===== config.mk =====
export PLATFORM = sky130hd
export DESIGN_NAME = wqe_fetch_scheduler
export DESIGN_NICKNAME = d
export VERILOG_FILES = /design/src/rtl/wqe_fetch_scheduler.sv
export SDC_FILE = /design/constraint.sdc
export NUM_CORES = 1
export LEC_CHECK = 0
export BUFFER_PORTS_ARGS = -buffer_cell sky130_fd_sc_hd__clkbuf_2
export CAP_MARGIN = 20
export CORE_MARGIN = 8
export CORE_UTILIZATION = 40
export CTS_CLUSTER_DIAMETER = 60
export CTS_CLUSTER_SIZE = 16
export DETAILED_ROUTE_END_ITERATION = 10
export SETUP_SLACK_MARGIN = 0.5
export SYNTH_ARGS = -nofsm -noshare
export SYNTH_HDL_FRONTEND = slang
export SYNTH_SLANG_ARGS = --single-unit

===== constraint.sdc =====
create_clock -name clk -period 5.72 [get_ports clk]
set_input_delay 0.286 -clock clk [delete_from_list [all_inputs] [get_ports clk]]
set_output_delay 0.286 -clock clk [all_outputs]
set_load 0.02 [all_outputs]

===== src/rtl/wqe_fetch_scheduler.sv =====
`default_nettype none
// wqe_fetch_scheduler: round-robin WQE fetch arbiter with per-QP and total credit tracking.
// Revision: 1.0
module wqe_fetch_scheduler #(
  parameter int MAX_QP       = 16,
  parameter int QP_PTR_WIDTH = 4,
  parameter int QP_CREDIT    = 2,
  parameter int TOTAL_CREDIT = 8
) (
  input  logic                    clk,
  input  logic                    rst,
  input  logic [MAX_QP-1:0]       i_active,
  input  logic [MAX_QP-1:0]       i_wqe_cache_alfull,
  output logic                    o_fetch_val,
  input  logic                    i_fetch_ready,
  output logic [QP_PTR_WIDTH-1:0] o_fetch_qp_idx,
  output logic [MAX_QP-1:0]       o_fetch_qp_one_hot,
  input  logic                    i_cpl_val,
  input  logic [QP_PTR_WIDTH-1:0] i_cpl_qp_idx,
  output logic [3:0]              o_total_outstanding,
  output logic                    o_err
);

  localparam int c_cnt_w = 3;

  typedef enum logic [1:0] {
    S_IDLE  = 2'd0,
    S_ARB   = 2'd1,
    S_ISSUE = 2'd2
  } state_t;

  state_t                  r_state;
  state_t                  w_state_nxt;
  logic [c_cnt_w-1:0]      r_cnt [MAX_QP];
  logic [3:0]              r_total;
  logic [QP_PTR_WIDTH-1:0] r_ptr;
  logic [QP_PTR_WIDTH-1:0] r_grant;
  logic [MAX_QP-1:0]       r_one_hot;
  logic                    r_err;
  logic [MAX_QP-1:0]       w_elig;
  logic [QP_PTR_WIDTH-1:0] w_pick;
  logic                    w_found;
  logic                    w_accept;
  logic                    w_cpl_ok;

  always_comb begin
    w_elig = '0;
    for (int q = 0; q < MAX_QP; q++) begin
      w_elig[q] = i_active[q] & ~i_wqe_cache_alfull[q]
                & (r_cnt[q] < c_cnt_w'(QP_CREDIT))
                & (r_total < 4'(TOTAL_CREDIT));
    end
  end

  // Offset MAX_QP wraps to the pointer itself, so the last granted QP is checked last.
  always_comb begin
    w_found = 1'b0;
    w_pick  = r_ptr;
    for (int k = 1; k <= MAX_QP; k++) begin
      if (!w_found && w_elig[r_ptr + QP_PTR_WIDTH'(k)]) begin
        w_found = 1'b1;
        w_pick  = r_ptr + QP_PTR_WIDTH'(k);
      end
    end
  end

  always_comb begin
    w_state_nxt = r_state;
    unique case (r_state)
      S_IDLE:  if (|w_elig) w_state_nxt = S_ARB;
      S_ARB:   w_state_nxt = w_found ? S_ISSUE : S_IDLE;
      S_ISSUE: if (i_fetch_ready) w_state_nxt = S_IDLE;
      default: w_state_nxt = S_IDLE;
    endcase
  end

  assign w_accept = (r_state == S_ISSUE) & i_fetch_ready;
  assign w_cpl_ok = i_cpl_val & (r_cnt[i_cpl_qp_idx] != '0);

  always_ff @(posedge clk or posedge rst) begin
    if (rst) begin
      r_state   <= S_IDLE;
      r_ptr     <= QP_PTR_WIDTH'(MAX_QP - 1);
      r_grant   <= '0;
      r_one_hot <= '0;
      r_total   <= '0;
      r_err     <= 1'b0;
      for (int q = 0; q < MAX_QP; q++) begin
        r_cnt[q] <= '0;
      end
    end else begin
      r_state <= w_state_nxt;
      if (r_state == S_ARB && w_found) begin
        r_grant   <= w_pick;
        r_one_hot <= {{(MAX_QP-1){1'b0}}, 1'b1} << w_pick;
      end
      if (w_accept) begin
        r_ptr     <= r_grant;
        r_one_hot <= '0;
      end
      if (i_cpl_val && !w_cpl_ok) begin
        r_err <= 1'b1;
      end
      r_total <= r_total + {3'b000, w_accept} - {3'b000, w_cpl_ok};
      // Same-QP issue and completion cancel out through the +1/-1 pair.
      for (int q = 0; q < MAX_QP; q++) begin
        r_cnt[q] <= r_cnt[q]
                  + c_cnt_w'(w_accept && (r_grant == QP_PTR_WIDTH'(q)))
                  - c_cnt_w'(w_cpl_ok && (i_cpl_qp_idx == QP_PTR_WIDTH'(q)));
      end
    end
  end

  assign o_fetch_val         = (r_state == S_ISSUE);
  assign o_fetch_qp_idx      = r_grant;
  assign o_fetch_qp_one_hot  = r_one_hot;
  assign o_total_outstanding = r_total;
  assign o_err               = r_err;

endmodule
`default_nettype wire


Word-level counts from Yosys, hierarchy flattened:

Cells that the tools add are included.

* add/subtract/negate cells: 49
* $lt $le $gt $ge: 34
* equality and inequality tests: 34
* shift operators: 1
* mux-type cells: 73
* bitwise operators: 67
* reduce and logical (&&, ||, !) cells: 72

Operator list (number)
* less-than comparator 4 x 5 -> 1 bit (second input constant): 16
* binary-select mux 1 bit (select 4 bit): 16
* equality test 4 bit (second input constant): 16
* two-way mux 4 bit: 16
* bitwise AND 1 bit: 50
* logical AND 1 bit: 49
* adder 3 x 1 -> 3 bit: 16
* less-than comparator 3 x 2 -> 1 bit (second input constant): 16
* subtractor 3 x 1 -> 3 bit: 16
* adder 4 bit (second input constant): 8
* equality test 4 x 3 -> 1 bit (second input constant): 8
* two-way mux 1 bit: 32
* two-way mux 16 bit: 2
* adder 4 x 3 -> 4 bit (second input constant): 4
* equality test 4 x 2 -> 1 bit (second input constant): 4
* logical NOT 1 bit: 16
* inverter 1 bit: 16
* OR reduction 16 bit: 1
* left shift 1 x 4 -> 16 bit (first input constant): 1
* binary-select mux 3 bit (select 4 bit): 1
* adder 4 x 2 -> 4 bit (second input constant): 2
* equality test 4 x 1 -> 1 bit (second input constant): 2
* logical NOT 4 bit: 2
* two-way mux 2 bit: 3
* other kinds (16): 17

* bits in registers: 79
* bits of input ports: 40
* output and inout port bits: 26
* logic and storage cells: 352

Logic depth before layout (Yosys ltp):

Gate-level depths: netlist of run 1.

* word-level depth: 55
* depth in mapped cells: 18
* gate-level depth less buffers: 13

Worst setup path before layout of run 1:

OpenSTA, ideal clock, no wires.

* path type: register to register
* start: reg r_ptr[0]
* end: reg r_one_hot[1] (netlist: o_fetch_qp_one_hot[1])
* setup time: 0.110 ns
* data arrival time: 3.962 ns
* path slack: 1.648 ns
* cell stages (with the launch flop): 16
* path buffers: 3
* path through: dfstp_2 > buf_6 > buf_6 > inv_2 > ha_1 > buf_2 > and4b_1 > o21ai_1 > nand2_1 > mux4_2 > nor3_4 > nand3_1 > or3_1 > o211a_4 > mux2i_4 > o41ai_1

* word-level cells in the longest chain between the ends: 52
* elaborated cells between the ends (all ways): 114
* classes of those cells: 15 x add/sub; 1 x shift; 66 x mux; 32 x reduce/logical

Ends and longest elaborated chain
* start: declaration: RTL line 36 `logic [QP_PTR_WIDTH-1:0] r_ptr;`
* start signal: assignment: RTL line 83 `r_ptr <= QP_PTR_WIDTH'(MAX_QP - 1);`
* start signal: assignment: RTL line 98 `r_ptr <= r_grant;`
* adder 4 x 1 -> 4 bit: RTL line 60, 62
* binary-select mux 1 bit (select 4 bit): RTL line 60 `if (!w_found && w_elig[r_ptr + QP_PTR_WIDTH'(k)]) begin`
* two-way mux 1 bit (not written as such): RTL line 60
* two-way mux 1 bit: RTL line 60
* logical NOT 1 bit: RTL line 60
* logical AND 1 bit: RTL line 60
* two-way mux 1 bit: RTL line 60
* logical NOT 1 bit: RTL line 60
* [36 not listed]
* logical AND 1 bit: RTL line 60
* two-way mux 1 bit: RTL line 60
* logical NOT 1 bit: RTL line 60
* logical AND 1 bit: RTL line 60
* two-way mux 4 bit: RTL line 60
* left shift 1 x 4 -> 16 bit: RTL line 95 `r_one_hot <= {{(MAX_QP-1){1'b0}}, 1'b1} << w_pick;`
* two-way mux 16 bit: RTL line 93 `if (r_state == S_ARB && w_found) begin`
* two-way mux 16 bit: RTL line 97 `if (w_accept) begin`
* end signal: assignment: RTL line 95
* end: declaration: RTL line 38 `logic [MAX_QP-1:0] r_one_hot;`

Parallel ways exist; a longest one is shown, timed or not. The select of a mux whose other input is x is not followed.
A chain may end at the register's enable or synchronous reset.

Worst setup path in the final report of run 1:

* start: reg r_ptr[1]
* end: reg r_one_hot[8] (netlist: o_fetch_qp_one_hot[8])

Same word-level chain as after synthesis.

==> results.md, run 1 <==
- Outcome: finished clean
- Cells after synthesis: a little over 800
- Async set-reset flop share out of synthesis: 1.00
- Initial Utilization: 0.410
- Die area: 23,100 µm²
- Skew-Pair Late Insertion Delay: 340 ps
- Setup TNS: 0 ps
- Period utilisation layout: 0.831
- Num Clock Sinks: 79
- Critical path class: flop to flop
- Register area share after synthesis: 0.268
- Gpl congestion: roughly 0.95
- HP Class: primary input to flop
- Die height: 152 µm
- Gr usage total: 0.187
- CP Max Fanout: 24
- # fillers: 1,800
- RSZ-0062 raised after global routing: no
- Max Cap Viol: 0
- Primary flip-flop cell chosen by synthesis mapping: dfrtp_1
- Relative max-transition margin: 0.386
- Multi-input logic area: 4830 µm²
- Vias per cell: between 5 and 6
- DRC: 0
- Core area: 18,000 µm²
- Final wirelength: 21.7 mm
- H-tree Lvls: 3
- Final hold vios: 0
- Max clock buf depth: 2
- Ys Warns: 0
- Crit path required time: a little under 6000 ps
- Vias: 6,521
- Worst path arrival time: 4950 ps
- Startpoint types: flop
- Min Tclk post-route: 4750 ps
- Syn_area_per_cell: roughly 9 µm²
- IO buf count: 65
- Clock Skew: 6.87 ps
- Share of the synthesized area in the top cell type: 0.254
- Clock root buffer: clkbuf_16
- Worst-path clk slew: 60 ps
- CTS tree: yes
- Post-synth EDFFs: 0
- Initial antenna violation count: 0
- CTS resizes: 0
- Synthesized cell area: roughly 7400 µm²
- FF+latch count, synth: just under 80
- Fmax: approximately 210 MHz
- CTS Buf Count: 9
- Layout area overhead: 10.6%
- Max-slew violations: 0
- Syn nets: 925
- Vias in the first global route: 6,484
- FP Rows: 49
- Global-route wire length before repair: 35.1 mm
- Starting DRC count in detailed routing: between 600 and 700
- Die W: around 150 µm
- Post-DP HPWL: roughly 17 mm
- Crit. End Element: flop
- Share of post-route cells with drive strength above 1: 0.182
- Maximum number of pins on one net before global-route repair: 80
- Synth top area cells: dfrtp_1 25%, ha_1 10%, inv_1 4.7%
- Slew @ Worst Pin: around 920 ps
- Nets: 974
- DRT Pass-1 Iters: 6
- Most frequent cells in the layout: 92 x inv_1, 75 x dfrtp_1, 69 x nand2_1
- Commonest non-fill, non-tap cell in the layout: inv_1
- Total I/O pin count: 66
- Post-DR wirelength/cell: 19.8 µm
- Antenna Cells: 0
- Remaining Overflow, GRT: 0
- Final setup vio count: 0
- Routed Antenna Nets: 0
- Register area: 1980 µm²
- Cell taking the most area after synthesis: dfrtp_1
- Netlist cell types: 97
==> state kept, by name, indices dropped and copies added (netlist names) <==
| signal | cells |
|---|---|
| o_fetch_qp_idx | 4 |
| o_err | 1 |
| o_fetch_qp_one_hot | 16 |
| r_state | 2 |
| o_total_outstanding | 4 |
| r_cnt | 48 |
| r_ptr | 4 |
==> cells in the mapped netlist (all sizes together) (19+ instances only) <==
cell,number
nand3,25
a21oi,30
nor3,24
o21ai,36
buf,20
nor2,47
ha,59
inv,96
xor2,19
nand2,69
dfrtp,75
==> timing repair <==
item	in CTS	in global routing
hold buffers	0	1
setup buffers	0	0
hold endpoints to repair	0	20
endpoints found under the setup margin	0	0
==> metal layers <==
metal  part of all wire  GRT usage  wire length, µm  vias up
met5                  0          0                0        -
met4              0.037     0.0844              800        0
met3              0.063     0.0350             1370       59
met2               0.48      0.306            10400      271
met1               0.42      0.234             9150     3130
li1                   -          -                -     3061
==> worst max-delay path, stage by stage, from the launching register on <==
cell,delay [ps]
dfstp_2,530
inv_1,170
ha_1,850
and3b_1,420
a22oi_2,130
a211oi_1,620
or4_4,280
o31ai_1,80
a221oi_1,340
o21ai_1,110
a211oi_1,520
or2_1,410
o41ai_1,140
==> final timing paths <==
path | from | end | slack [ps] | cells after the start
setup / recovery | r_ptr[1]$_DFFE_PP1P_ | o_fetch_qp_one_hot[8]$_DFFE_PP0P_ | 970 | 12
hold / removal | i_cpl_val | o_err$_DFFE_PP0P_ | 160 | 2
setup reg to reg | r_ptr[1]$_DFFE_PP1P_ | o_fetch_qp_one_hot[8]$_DFFE_PP0P_ | 970 | 12
hold reg to reg | r_state[1]$_DFFE_PP0P_ | r_state[0]$_DFFE_PP0P_ | 450 | 1
max in group asynchronous | rst | r_ptr[3]$_DFFE_PP1P_ | 4580 | 5
min in group asynchronous | rst | o_total_outstanding[2]$_DFF_PP0_ | 510 | 4
==> metrics by stage <==
stage	setup WS (ps)	hold slack (ps)	area [µm²]	utilization	std cells
6_report	966	157	8170	0.453	1092
5_1_grt	575	171	8170	0.453	1092
4_1_cts	994	149	8130	0.451	1090
3_5_place_dp	1030	444	7830	0.434	1074
3_3_place_gp	1140	442	7830	0.434	1074
2_1_floorplan	1650	393	7390	-	809
==> area by class of cell <==
type,instances,share of cell area
Clock buffer,9,0.0276
Clock inverter,7,0.00980
Inverter,96,0.0443
Multi-Input combinational cell,599,0.591
Sequential cell,79,0.243
Tap cell,229,0.0351
Timing Repair Buffer,73,0.0499
==> kinds of logic after synthesis <==
kind of cell             after synthesis  share of synthesized area
buffers and inverters                131                     0.0783
adder cells (fa/ha/maj)               76                      0.146
multiplexers                          19                     0.0454
flip-flops                            79                      0.268
AO/OA/AOI/OAI                        199                      0.209
AND/OR/NAND/NOR                      274                      0.216
XOR/XNOR                              31                     0.0368
Power of run 1 is not shown: default switching activity piles up to over one toggle a cycle in this logic, so the estimate is an artifact.
==> run 2: changes to the inputs <==
==> constraint.sdc (replaced) <==
create_clock -name clk -period 4.65 [get_ports clk]
set_input_delay 0.2325 -clock clk [delete_from_list [all_inputs] [get_ports clk]]
set_output_delay 0.2325 -clock clk [all_outputs]
set_load 0.02 [all_outputs]
==> run 2 against run 1 <==
Against the previous run:
- register-to-register slack lost 300 ps
- first-iteration DRC count shrank 25%
- utilization grew 1.9 points
- sequential cell count is the same
- clock skew grew 1.3 ps
- design area grew 4.3%
- die area is the same
- worst setup slack lost 300 ps
- critical path type unchanged
==> results.md, run 2 (synthesis results as in run 1) <==
- Final wirelength: 22.4 mm (was 21.7 mm)
- Max Cap Viol: 0 (unchanged)
- Period utilisation layout: 0.857 (was 0.831)
- Vias in the first global route: 6,526 (was 6,484)
- HP Start: i_cpl_val (unchanged)
- Fmax: 251 MHz (was 210 MHz)
- Remaining Overflow, GRT: 0 (unchanged)
- Largest Register: r_cnt (unchanged)
- Slowest stage cell on the critical path: mux4_2 (was ha_1)
- IO buf count: 65 (unchanged)
- Antenna Cells: 0 (unchanged)
- Setup TNS: 0 ps (unchanged)
- Placed Area: 7980 µm² (was 7830 µm²)
- Finished Cell Area: 8520 µm² (was 8170 µm²)
- DRC: 0 (unchanged)
- Global-route wire length before repair: 36.2 mm (was 35.1 mm)
- Most frequent cells in the layout: 92 x inv_1, 74 x dfrtp_1, 69 x nand2_1 (was 92 x inv_1, 75 x dfrtp_1, 69 x nand2_1)
- Crit. End Element: flop (unchanged)
- Max incr delay on CP: 570 ps (was 850 ps)
- Nets: 1,001 (was 974)
- Worst path arrival time: 4220 ps (was 4950 ps)
- HP Class: primary input to flop (unchanged)
- Routed Antenna Nets: 0 (unchanged)
- RSZ-0062 raised after global routing: yes (was no)
- Max-slew violations: 0 (unchanged)
- Min Tclk post-route: 3980 ps (was 4750 ps)
- CTS Buf Count: 9 (unchanged)
- Die area: 23,100 µm² (unchanged)
- H-tree Lvls: 3 (unchanged)
- Clock root buffer: clkbuf_16 (unchanged)
- Slew @ Worst Pin: 735 ps (was 916 ps)
- Starting DRC count in detailed routing: 490 (was 651)
- Share of post-route cells with drive strength above 1: 0.242 (was 0.182)
- Final setup vio count: 0 (unchanged)
- Buf/Inv on CP: 3 (was 1)
- Worst path top cell family by delay: simple AND/OR/NAND/NOR gates (was compound AO/OA/AOI/OAI gates)
- Vias per cell: 5.93 (was 5.97)
- Final Non-Filler Cells: 1,119 (was 1,092)
- Inst Count DP: 1,095 (was 1,074)
- Num Clock Sinks: 79 (unchanged)
- Vias: 6,633 (was 6,521)
- Max reg flops: 48 (unchanged)
- Total I/O pin count: 66 (unchanged)
- CP Max Fanout: 13 (was 24)
- Skew-Pair Late Insertion Delay: 350 ps (was 340 ps)
- Crit path cell chain: inv_2 > ha_4 > buf_4 > inv_2 > a221oi_4 > nor2_1 > mux4_2 > nor3_4 > nand3_2 > or3_1 > o211a_4 > mux2i_4 > o41ai_1 (was inv_1 > ha_1 > and3b_1 > a22oi_2 > a211oi_1 > or4_4 > o31ai_1 > a221oi_1 > o21ai_1 > a211oi_1 > or2_1 > o41ai_1)
- Core area: 18,000 µm² (unchanged)
- Clock Skew: 8.18 ps (was 6.87 ps)
- Maximum number of pins on one net before global-route repair: 44 (was 80)
- Crit path launch: r_ptr[0]$_DFFE_PP1P_ (was r_ptr[1]$_DFFE_PP1P_)
- Max clock buf depth: 2 (unchanged)
- Die height: 152 µm (unchanged)
- Outcome: finished clean (unchanged)
- Gpl congestion: 0.930 (was 0.953)
- CTS tree: yes (unchanged)
- Crit path required time: 4890 ps (was 5920 ps)
- Worst-path clk slew: 70 ps (was 60 ps)
- Relative max-transition margin: 0.510 (was 0.386)
- DRT Pass-1 Iters: 5 (was 6)
- Gr usage total: 0.192 (was 0.187)
- Critical path class: flop to flop (unchanged)
- Commonest non-fill, non-tap cell in the layout: inv_1 (unchanged)
- Post-DR wirelength/cell: 20.0 µm (was 19.8 µm)
- Die W: 152 µm (unchanged)
- FP Rows: 49 (unchanged)
- Most frequent CP cell: inv_2 (was a211oi_1)
- Initial Utilization: 0.410 (unchanged)
- Post-DP HPWL: 17.9 mm (was 17.2 mm)
- Initial antenna violation count: 0 (unchanged)
- Worst r2r src: r_ptr[0]$_DFFE_PP1P_ (was r_ptr[1]$_DFFE_PP1P_)
- Layout area overhead: 15.3% (was 10.6%)
- Final hold vios: 0 (unchanged)
- Startpoint types: flop (unchanged)
- Final core occ: 0.473 (was 0.453)
## run 2: final timing paths
check                           cells past startpoint  slack (ps)                                end
worst max-delay path                               13         670  o_fetch_qp_one_hot[5]$_DFFE_PP0P_
worst min-delay path                                2         100                  o_err$_DFFE_PP0P_
worst max register to register                     13         670  o_fetch_qp_one_hot[5]$_DFFE_PP0P_
worst min register to register                      1         450             r_state[0]$_DFFE_PP0P_
max in group asynchronous                           4        3140               r_ptr[0]$_DFFE_PP1P_
min in group asynchronous                           3         510   o_total_outstanding[2]$_DFF_PP0_
## run 2: worst reg2reg max path, stage by stage (launching register included)
cell and delay (ps):
dfstp_2 540, inv_2 90, ha_4 360, buf_4 200, inv_2 120, a221oi_4 290
nor2_1 110, mux4_2 570, nor3_4 240, nand3_2 180, or3_1 400, o211a_4 180
mux2i_4 230, o41ai_1 370
## run 2: area by class of cell
class | instances | area, µm²
repair buffers | 100 | 598
clock buffers | 9 | 225
flip-flops and latches | 79 | 1990
multi-input cells | 599 | 5000
inverters | 96 | 362
well taps | 229 | 287
clock inverters | 7 | 62.6
fillers | 1786 | 9510
## run 2: what timing repair did
| item | CTS | global route |
|---|---|---|
| resized for setup | 12 | 26 |
| gates cloned | 0 | 0 |
| endpoints found under the hold margin | 40 | 0 |
| endpoints found under the setup margin | 18 | 18 |
| buffers inserted | 0 | 7 |
| pin swaps | 0 | 7 |
| hold buffers | 1 | 0 |
## run 2: through the flow
stage          hold WS, ps  setup slack [ps]
6_report              97.4               667
5_1_grt               99.4               426
4_1_cts               87.3               503
3_5_place_dp           365               278
3_3_place_gp           362               293
2_1_floorplan          340               578
## run 2: per-layer routing
metal	global-route usage	wire length (µm)	up-vias
met4	0.0787	638	0
met2	0.324	11100	209
met1	0.243	9560	3269
met3	0.0248	1100	41
met5	0	0	-
li1	-	-	3114
Power of run 2 is left out for the same reason.
==> run 3: changes to the inputs <==
--- a/config.mk
+++ b/config.mk
@@ -7,11 +7,14 @@
 export LEC_CHECK = 0
 export BUFFER_PORTS_ARGS = -buffer_cell sky130_fd_sc_hd__clkbuf_2
 export CAP_MARGIN = 20
+export CELL_PAD_IN_SITES_DETAIL_PLACEMENT = 1
+export CELL_PAD_IN_SITES_GLOBAL_PLACEMENT = 2
 export CORE_MARGIN = 8
-export CORE_UTILIZATION = 40
+export CORE_UTILIZATION = 38
 export CTS_CLUSTER_DIAMETER = 60
 export CTS_CLUSTER_SIZE = 16
 export DETAILED_ROUTE_END_ITERATION = 10
+export PLACE_DENSITY_LB_ADDON = 0.1
 export SETUP_SLACK_MARGIN = 0.5
 export SYNTH_ARGS = -nofsm -noshare
 export SYNTH_HDL_FRONTEND = slang
==> run 3 against run 2 <==
Against the previous run:
- maximum frequency decreased by 1.4%
- routed wire length increased by 20%
- via count increased by 2.4%
- register-to-register slack got worse by 60 ps
- utilization decreased by 2.2 points
- largest cell class unchanged
==> results.md, run 3 (synthesis results as in run 1) <==
- Max reg flops: 48 (unchanged)
- Antenna Cells: 0 (unchanged)
- Gr usage total: 0.227 (was 0.192)
- CTS Buf Count: 9 (unchanged)
- Clock root buffer: clkbuf_16 (unchanged)
- Largest Register: r_cnt (unchanged)
- Layout area overhead: 17.7% (was 15.3%)
- DRT Pass-1 Iters: 4 (was 5)
- Crit. End Element: flop (unchanged)
- Buf/Inv on CP: 1 (was 3)
- Post-DR wirelength/cell: 23.1 µm (was 20.0 µm)
- Remaining Overflow, GRT: 0 (unchanged)
- Slew @ Worst Pin: 833 ps (was 735 ps)
- Vias per cell: 5.85 (was 5.93)
- RSZ-0062 raised after global routing: yes (unchanged)
- CTS tree: yes (unchanged)
- Skew-Pair Late Insertion Delay: 350 ps (about the same)
- Maximum number of pins on one net before global-route repair: 80 (was 44)
- Relative max-transition margin: 0.443 (was 0.510)
- Worst-path clk slew: 70 ps (about the same)
- Initial Utilization: 0.383 (was 0.410)
- Final wirelength: 26.8 mm (was 22.4 mm)
- IO buf count: 65 (unchanged)
- Slowest stage cell on the critical path: mux4_2 (unchanged)
- Nets: 1,008 (was 1,001)
- Share of post-route cells with drive strength above 1: 0.256 (was 0.242)
- Fmax: 248 MHz (was 251 MHz)
- Worst path arrival time: 4270 ps (was 4220 ps)
- Die height: 155 µm (was 152 µm)
- CP Max Fanout: 18 (was 13)
- Final setup vio count: 0 (unchanged)
- Max incr delay on CP: 610 ps (was 570 ps)
- Crit path cell chain: inv_2 > ha_4 > and3b_2 > a22oi_2 > nand2_1 > mux4_2 > nor3_4 > nand3_4 > or3_1 > o211a_4 > mux2i_4 > o41ai_2 (was inv_2 > ha_4 > buf_4 > inv_2 > a221oi_4 > nor2_1 > mux4_2 > nor3_4 > nand3_2 > or3_1 > o211a_4 > mux2i_4 > o41ai_1)
- Num Clock Sinks: 79 (unchanged)
- Die W: 155 µm (was 152 µm)
- FP Rows: 51 (was 49)
- Routed Antenna Nets: 0 (unchanged)
- H-tree Lvls: 3 (unchanged)
- Period utilisation layout: 0.869 (was 0.857)
- Gpl congestion: 0.907 (was 0.930)
- Outcome: finished clean (unchanged)
- Initial antenna violation count: 1 (was 0)
- HP Class: primary input to flop (unchanged)
- Max-slew violations: 0 (unchanged)
- Setup TNS: 0 ps (unchanged)
- Core area: 19,300 µm² (was 18,000 µm²)
- Commonest non-fill, non-tap cell in the layout: inv_1 (unchanged)
- Die area: 24,200 µm² (was 23,100 µm²)
- DRC: 0 (unchanged)
- Worst path top cell family by delay: simple AND/OR/NAND/NOR gates (unchanged)
- Max clock buf depth: 2 (unchanged)
- Crit path required time: 4880 ps (was 4890 ps)
- Starting DRC count in detailed routing: 420 (was 490)
- Startpoint types: flop (unchanged)
- Max Cap Viol: 0 (unchanged)
- Most frequent cells in the layout: 92 x inv_1, 74 x dfrtp_1, 68 x nand2_1 (was 92 x inv_1, 74 x dfrtp_1, 69 x nand2_1)
- Final hold vios: 0 (unchanged)
- Global-route wire length before repair: 42.5 mm (was 36.2 mm)
- Min Tclk post-route: 4040 ps (was 3980 ps)
- Critical path class: flop to flop (unchanged)
- Vias in the first global route: 7,256 (was 6,526)
- Post-DP HPWL: 21.4 mm (was 17.9 mm)
- Min Hold Slack: 104 ps (was 97.4 ps)
- Vias: 6,794 (was 6,633)
- Total I/O pin count: 66 (unchanged)
- Clock Skew: 15.7 ps (was 8.18 ps)
[run 3: through the flow]
stage	cell area, µm²	instances	worst slack [ps]	utilization
6_report	8690	1161	611	0.451
5_1_grt	8690	1161	458	0.451
4_1_cts	8460	1150	496	0.439
3_5_place_dp	8050	1134	16.2	0.418
3_3_place_gp	8050	1134	288	0.418
2_1_floorplan	7390	809	578	-
[run 3: area by class of cell]
type                    count  area, µm²
well taps                 265        332
clock inverters             6       91.3
inverters                  96        362
repair buffers            107        671
fillers                  2271      10600
clock buffers               9        225
multi-input cells         599       5030
flip-flops and latches     79       1980
[run 3: path summary, 6_finish.rpt]
kind	startpoint	end	slack (ps)	depth (start not counted)
setup / recovery	r_ptr[0]$_DFFE_PP1P_	o_fetch_qp_one_hot[5]$_DFFE_PP0P_	610	12
hold / removal	i_cpl_val	o_err$_DFFE_PP0P_	100	2
setup reg to reg	r_ptr[0]$_DFFE_PP1P_	o_fetch_qp_one_hot[5]$_DFFE_PP0P_	610	12
hold reg to reg	r_state[1]$_DFFE_PP0P_	r_state[0]$_DFFE_PP0P_	460	1
max in group asynchronous	rst	r_ptr[0]$_DFFE_PP1P_	3520	5
min in group asynchronous	rst	o_fetch_qp_one_hot[8]$_DFFE_PP0P_	480	4
[run 3: worst register-to-register path: stages, from the launching register on]
cell     delay, ps
dfstp_2        550
inv_2           80
ha_4           300
and3b_2        310
a22oi_2        270
nand2_1        170
mux4_2         610
nor3_4         300
nand3_4        150
or3_1          400
o211a_4        180
mux2i_4        240
o41ai_2        380
[run 3: what timing repair did]
item,4_1_cts,5_1_grt
hold buffers,0,1
resized for setup,16,32
buffers inserted,1,9
endpoints found under the hold margin,0,23
pin swaps,1,7
setup endpoints to repair,20,19
[run 3: per-layer routing]
metal	GRT usage	wire, µm	vias up
li1	-	-	3127
met1	0.317	12800	3448
met2	0.349	12000	185
met3	0.0411	1470	32
met4	0.0716	501	2
met5	0	13	-
Power of run 3 is left out for the same reason.
